===== src/rtl/com_csr_pkg.sv =====
// Shared definitions for the CSR-to-APB bridge slice.
//   csr2apb_state_e : bridge FSM states (IDLE, SETUP, ACCESS, RESP)
//   PPROT_DEFAULT   : protection attribute driven on every APB transfer
package com_csr_pkg;

  typedef enum logic [1:0] {
    ST_IDLE   = 2'd0,
    ST_SETUP  = 2'd1,
    ST_ACCESS = 2'd2,
    ST_RESP   = 2'd3
  } csr2apb_state_e;

  // Normal, secure, data access.
  localparam logic [2:0] PPROT_DEFAULT = 3'b000;

endpackage


===== src/rtl/com_csr_wdog.sv =====
// Watchdog counter for stalled APB ACCESS phases.
// Ports:
//   clk, rst_n : clock, asynchronous active-low reset
//   clear      : synchronous restart of the count
//   enable     : count this cycle (completer is stalling)
//   expire     : high in the enabled cycle that is the LIMIT-th stalled one
module com_csr_wdog
  import com_csr_pkg::*;
#(
  parameter int unsigned LIMIT = 255
) (
  input  logic clk,
  input  logic rst_n,
  input  logic clear,
  input  logic enable,
  output logic expire
);

  // Counter only needs to reach LIMIT-1; expiry is flagged combinationally
  // in the LIMIT-th enabled cycle so the owner can react on that same edge.
  localparam int unsigned CW = (LIMIT < 2) ? 1 : $clog2(LIMIT);

  logic [CW-1:0] cnt_q;

  assign expire = enable && (cnt_q == CW'(LIMIT - 1));

  always_ff @(posedge clk or negedge rst_n) begin
    if (!rst_n) begin
      cnt_q <= '0;
    end else if (clear || expire) begin
      cnt_q <= '0;
    end else if (enable) begin
      cnt_q <= cnt_q + 1'b1;
    end
  end

endmodule


===== src/rtl/com_csr_csr2apb.sv =====
// CSR request/response to APB4 requester bridge.
// One transfer at a time: a request is captured in IDLE, driven as an APB
// SETUP + ACCESS sequence, and reported on the response channel in RESP.
// Ports:
//   clk, rst_n, clear            : clock, async active-low reset, sync clear
//   req_valid/req_ready/...      : CSR request channel (write, addr, wdata, wstrb)
//   rsp_valid/rsp_ready/...      : CSR response channel (rdata, err)
//   PADDR..PSTRB                 : APB4 requester outputs
//   PREADY, PRDATA, PSLVERR      : APB4 completer inputs
module com_csr_csr2apb
  import com_csr_pkg::*;
#(
  parameter int unsigned          AW_CSR    = 20,
  parameter int unsigned          AW_APB    = 32,
  parameter int unsigned          DW        = 32,
  parameter logic [AW_APB-1:0]    BASE_ADDR = '0,
  parameter int unsigned          TIMEOUT   = 255
) (
  input  logic                clk,
  input  logic                rst_n,
  input  logic                clear,
  input  logic                req_valid,
  output logic                req_ready,
  input  logic                req_write,
  input  logic [AW_CSR-1:0]   req_addr,
  input  logic [DW-1:0]       req_wdata,
  input  logic [DW/8-1:0]     req_wstrb,
  output logic                rsp_valid,
  input  logic                rsp_ready,
  output logic [DW-1:0]       rsp_rdata,
  output logic                rsp_err,
  output logic [AW_APB-1:0]   PADDR,
  output logic [2:0]          PPROT,
  output logic                PSELx,
  output logic                PENABLE,
  output logic                PWRITE,
  output logic [DW-1:0]       PWDATA,
  output logic [DW/8-1:0]     PSTRB,
  input  logic                PREADY,
  input  logic [DW-1:0]       PRDATA,
  input  logic                PSLVERR
);

  csr2apb_state_e state_q, state_d;

  logic              accept;
  logic              wdog_en;
  logic              wdog_clr;
  logic              wdog_expire;
  logic [AW_APB-1:0] addr_sum;
  logic [DW-1:0]     rdata_q;
  logic              err_q;

  assign req_ready = (state_q == ST_IDLE) && !clear;
  assign accept    = req_valid && req_ready;

  // APB control is decoded straight from the state, so PENABLE can only be
  // high in ACCESS, where PSELx is also high.
  assign PSELx     = (state_q == ST_SETUP) || (state_q == ST_ACCESS);
  assign PENABLE   = (state_q == ST_ACCESS);
  assign PPROT     = PPROT_DEFAULT;
  assign rsp_valid = (state_q == ST_RESP);
  assign rsp_rdata = rdata_q;
  assign rsp_err   = err_q;

  // Sum wraps naturally at AW_APB bits; word alignment applied on capture.
  assign addr_sum  = BASE_ADDR + AW_APB'(req_addr);

  assign wdog_en   = (state_q == ST_ACCESS) && !PREADY;
  assign wdog_clr  = (state_q != ST_ACCESS) || clear;

  com_csr_wdog #(
    .LIMIT (TIMEOUT)
  ) u_wdog (
    .clk    (clk),
    .rst_n  (rst_n),
    .clear  (wdog_clr),
    .enable (wdog_en),
    .expire (wdog_expire)
  );

  always_ff @(posedge clk or negedge rst_n) begin
    if (!rst_n) begin
      state_q <= ST_IDLE;
    end else begin
      state_q <= state_d;
    end
  end

  always_comb begin
    state_d = state_q;
    if (clear) begin
      state_d = ST_IDLE;
    end else begin
      case (state_q)
        ST_IDLE:   if (req_valid)              state_d = ST_SETUP;
        ST_SETUP:                              state_d = ST_ACCESS;
        ST_ACCESS: if (PREADY || wdog_expire)  state_d = ST_RESP;
        ST_RESP:   if (rsp_ready)              state_d = ST_IDLE;
        default:                               state_d = ST_IDLE;
      endcase
    end
  end

  // Request fields are captured only on acceptance and then held untouched,
  // which keeps the APB address/data/strobe stable for the whole transfer.
  always_ff @(posedge clk or negedge rst_n) begin
    if (!rst_n) begin
      PADDR  <= '0;
      PWRITE <= 1'b0;
      PWDATA <= '0;
      PSTRB  <= '0;
    end else if (accept) begin
      PADDR  <= {addr_sum[AW_APB-1:2], 2'b00};
      PWRITE <= req_write;
      PWDATA <= req_wdata;
      PSTRB  <= req_write ? req_wstrb : '0;
    end
  end

  // Response data is zero for writes, slave errors and timeouts.
  always_ff @(posedge clk or negedge rst_n) begin
    if (!rst_n) begin
      rdata_q <= '0;
      err_q   <= 1'b0;
    end else if (accept) begin
      rdata_q <= '0;
      err_q   <= 1'b0;
    end else if (!clear && (state_q == ST_ACCESS)) begin
      if (PREADY) begin
        err_q   <= PSLVERR;
        rdata_q <= (!PWRITE && !PSLVERR) ? PRDATA : '0;
      end else if (wdog_expire) begin
        err_q   <= 1'b1;
        rdata_q <= '0;
      end
    end
  end

endmodule


===== config.mk =====
export PLATFORM = sky130hd
export DESIGN_NAME = com_csr_csr2apb
export DESIGN_NICKNAME = d
export VERILOG_FILES = /design/src/rtl/com_csr_pkg.sv /design/src/rtl/com_csr_wdog.sv /design/src/rtl/com_csr_csr2apb.sv
export SDC_FILE = /design/constraint.sdc
export NUM_CORES = 1
export LEC_CHECK = 0
export ABC_AREA = 0
export CORE_MARGIN = 1
export CORE_UTILIZATION = 40
export DETAILED_ROUTE_END_ITERATION = 12
export PLACE_DENSITY = 0.82
export SLEW_MARGIN = 10
export SYNTH_ARGS = -nofsm -noshare
export SYNTH_HDL_FRONTEND = slang
export SYNTH_SLANG_ARGS = --single-unit

===== constraint.sdc =====
create_clock -name clk -period 4.9 [get_ports clk]
set_clock_uncertainty 0.15 [all_clocks]
set_input_delay 0.98 -clock clk [delete_from_list [all_inputs] [get_ports clk]]
set_output_delay 0.98 -clock clk [all_outputs]
set_load 0.02 [all_outputs]

Yosys cells after proc, flatten, opt, wreduce, memory -nomap -nowiden. Index checks and enable logic that the tools add are counted. W data, S select, Z words.

Add/subtract/negate cells: 1. Eq/ne operators: 8. Muxes and demuxes: 17. Reduce and logical (&&, ||, !) cells: 20.

Operators with widths (number): $mux W32 (5); $mux W8 (2); $add A8 B1 Y8 const B (1); $eq A8 B8 Y1 const B (1); $mux W2 (4); $pmux W2 S4 (1); $logic_and A1 B1 Y1 (6); $ne A3 B2 Y1 const B (2); $eq A2 B2 Y1 const B (2); $logic_not A1 Y1 (4); $logic_or A1 B1 Y1 (4); $mux W1 (4); $mux W4 (1); $reduce_bool A2 Y1 (2); $ne A3 B3 Y1 const B (1); $reduce_and A3 Y1 (1); $reduce_bool A3 Y1 (1); $eq A2 B1 Y1 const B (1); $logic_not A2 Y1 (1); $ne A2 B2 Y1 const B (1); $reduce_and A2 Y1 (1).

Register bits: 98. Input port bits: 96. Word-level logic and storage cells: 54.

Longest topological paths before layout.
Word-level depth: 7. Depth in mapped cells: 8. Depth with buffers taken out: 6.

Cells and area by module. A second synthesis with hierarchy kept.

Cell total of the unflattened synthesis: 360. Area total of the unflattened synthesis: 4500.6 µm².

By module, submodules not included: com_csr_csr2apb (instances 1, cells an instance 315, area each 4057.6 µm², seq. area each 2252.2 µm²); com_csr_wdog (instances 1, cells an instance 45, area each 442.9 µm², seq. area each 200.2 µm²).

Worst setup path before layout. No wires, ideal clock.

Path kind: input to output. Start: in clear. End: out req_ready. Arrival time: 1.157 ns. Data required time: 3.770 ns. Path slack: 2.613 ns. Stages on the path: 1. Path through: nor2b_4.

Cells in the longest elaborated chain, start to end: 2.

Ends and longest elaborated chain: start: declaration (line com_csr_csr2apb.sv:21) `input logic clear,`; $logic_not A1 Y1 (line com_csr_csr2apb.sv:54) `assign req_ready = (state_q == ST_IDLE) && !clear;`; $logic_and A1 B1 Y1 (line com_csr_csr2apb.sv:54); end: declaration (line com_csr_csr2apb.sv:23) `output logic req_ready,`.

Every way passes these cells.

Final worst setup path. Same ends and word-level chain as after synthesis.

==> results.md <==
- Status: completed
- Area of the multi-input gates: roughly 1300 um^2
- Die Ht: 102 um
- Fin. Hold Viols: 0
- DRC: 0
- Post-Synth Adder-Cell Area: 1.57%
- Slowest CP cell: clkdlybuf4s50_1
- Core Footprint: 9730 um^2
- Synth Area in Compound Gates: about 9.1%
- Period utilization: 70.8%
- Post-synth top area share: 61.4%
- Setup violators final: 0
- Dpl cells: about 590
- H-tree Lvls: 3
- Final WS setup: 1430 ps
- Total clock sinks: 98
- Total track usage: between 10% and 20%
- DR vias: 2868
- DR vias/cell: 4.77
- Antenna fix cells: 0
- Design area: 6070 um^2
- DR pass1 iterations: 4
- Worst path cell trace: clkdlybuf4s50_1 > nor2b_4 > clkdlybuf4s50_1
- Largest net degree at the start of global routing: 61
- Initial Utilization: 41.1%
- Seq/Total Area, Yosys: between 60% and 70%
- Mux share of post-synthesis cell area: 14.9%
- First DRT Iteration DRCs: 50
- Net count, final: 565
- Simple-Gate Fraction of Synth Area: just under 5%
- Syn Inst Count: 280
- Synth area leaders: dfrtp_1, mux2_2, a22o_1
- Pre-CTS setup slack: between 1000 and 1500 ps
- XOR/XNOR share of the synthesized area: 1.53%
- Crit path kind: input pin to output port
- Grt ovf: 0
- Setup TNS Final: 0 ps
- Post-DP HPWL: between 6 and 7 mm
- Skew-Pair Late Insertion Delay: 350 ps
- Post-Syn Area: 4000 um^2
- Largest stage delay, worst path: 620 ps
- CTS Buffer Depth: 2
- Number of global-route vias before repair: 2930
- Leading cell type in the layout, fill and taps excluded: clkdlybuf4s50_1
- Synth warnings: 0
- Chip width: 102 um
- Relative slew margins: 20.8%
- Worst hold path type: flip-flop to flip-flop
- Post-Route WL: 9.13 mm
- Peak supply drop: 0.262 mV
- Post-CTS setup buffer count: 0
- Most Frequent Cell on Critical Path: clkdlybuf4s50_1
- Library cells used by synthesis: 32
- Core Rows: 36
- Antenna-violating nets left: 0
- #FFs+latches synth: 98
- Power Density: 537 nW/um^2
- Yosys top cell by area: dfrtp_1
- Wire per inst: between 15 and 20 um
- Slew Limit Fails: 0
- Critical Path AT: 2340 ps
- Initial antenna violation count: 0
- Fillers: 778
- Number of buffers created by CTS: 9
- Post-DP Area: a little under 6000 um^2
- Worst setup EP type: output port
- Largest family of logic cells by synthesized area: multiplexers
- Fmax: 0.288 GHz
- Clock-pin slew on the worst setup and hold paths: 90 ps
- Port Buf Inserts: roughly 190
- Cell Count, Final, Fillers Out: about 600
- Total die area: between 10000 and 15000 um^2
- CP max FO: 6
- Most frequent cells in the layout: clkdlybuf4s50_1, dfrtp_1, mux2_2
- Hold-fix buffers, CTS: 0
- Register area: 2450 um^2
- GPL Wtd Cong: 0.711
- First-pass GRT wire length: 13.6 mm
- Clock Tree Root: clkbuf_8
- Unrepaired setup endpoints after global routing: no
- Layout cells sized above 1: between 10% and 20%
- Area delta synth->final: 51.9%
- Min Tclk post-route: 3470 ps
- Maxcap violations: 0
- WP data required: 3770 ps
- Static Leak: 2.63 nW
- Syn avg cell area: 14.3 um^2
- Post-cts resize count: 0
- Measured slew at the worst slew-check pin: 1190 ps
- TritonCTS clock tree: built
- Worst Setup Start Kind: input pin
- I/O pin cnt: 205
==> Yosys cell counts <==
cell	count
inv_1	5
a221oi_1	1
nand4_2	1
dfrtp_1	98
nand2b_1	3
nor2_2	1
buf_4	17
o31ai_2	1
and4b_1	1
xor2_1	4
conb_1	1
mux2_2	52
o21bai_2	1
nor2b_1	2
o221a_2	1
nand3_1	1
nand2_1	10
nand4b_1	1
buf_6	7
a21oi_1	2
a22o_1	32
xnor2_1	3
a21boi_2	1
o21ai_0	4
nor2b_4	1
nor2_1	13
mux2i_1	1
and3b_1	1
nand4_1	1
ha_1	5
buf_2	7
nand2_2	1
==> area by class of cell <==
class / instances / share of cell area, %
Tap cell: 133 / 2.74
Inverter: 5 / 0.309
Timing Repair Buffer: 188 / 30.8
Sequential cell: 98 / 40.4
Multi-Input combinational cell: 162 / 22.1
Clock inverter: 5 / 1.30
Clock buffer: 10 / 2.27
==> final timing paths <==
path                       cells after the start       start             to  slack (ps)
min                                            2    PSTRB[0]       PSTRB[0]         350
max reg2reg                                    8  state_q[0]  rsp_rdata[20]        2420
min reg2reg                                    2    PSTRB[0]       PSTRB[0]         350
max                                            3       clear      req_ready        1430
max in group asynchronous                      2       rst_n   rsp_rdata[0]        3040
min in group asynchronous                      1       rst_n  rsp_rdata[24]         530
==> sequential cells by signal (all words and copies together) (netlist names) <==
name,count
PWDATA,32
u_wdog.cnt_q,8
rsp_rdata,32
state_q,2
PADDR,18
PSTRB,4
rsp_err,1
PWRITE,1
==> metal layers <==
| layer | vias up | routed length, um | global-route usage [%] |
|---|---|---|---|
| li1 | 1312 | - | - |
| met1 | 1411 | 3490 | 19.0 |
| met2 | 127 | 4600 | 29.4 |
| met3 | 18 | 836 | 6.22 |
| met4 | 0 | 204 | 7.36 |
| met5 | - | 0 | 0 |
==> through the flow <==
step	total power, mW	hold WS, ps	util, %
after floorplan	2.00	361	-
after global placement	2.68	319	60.2
after detailed placement	2.73	340	60.2
after CTS	3.31	360	62.4
after global routing	3.43	370	62.4
final	3.26	350	62.4
==> cells by family after synthesis <==
group / count (synthesis)
DFF: 98
xor gates and xnor gates: 7
and+or+nand+nor: 37
adders and majority gates: 5
AOI/OAI and AO/OA: 43
buffers and inverters: 36
other: 1
muxes: 53
==> report_power, final <==
part           internal [mW]  total (mW)  leakage [nW]  switching (mW)
Clock                  0.298       0.562         0.112           0.264
Sequential              1.08        1.21          1.25           0.139
Combinational          0.786        1.48          1.27           0.696
==> worst max-delay path: cells and delay by family <==
family / cells / cell delay, ps
buf+inv: 2 / 1160
simple gates: 1 / 200
Power figures use the tool's default switching activity.
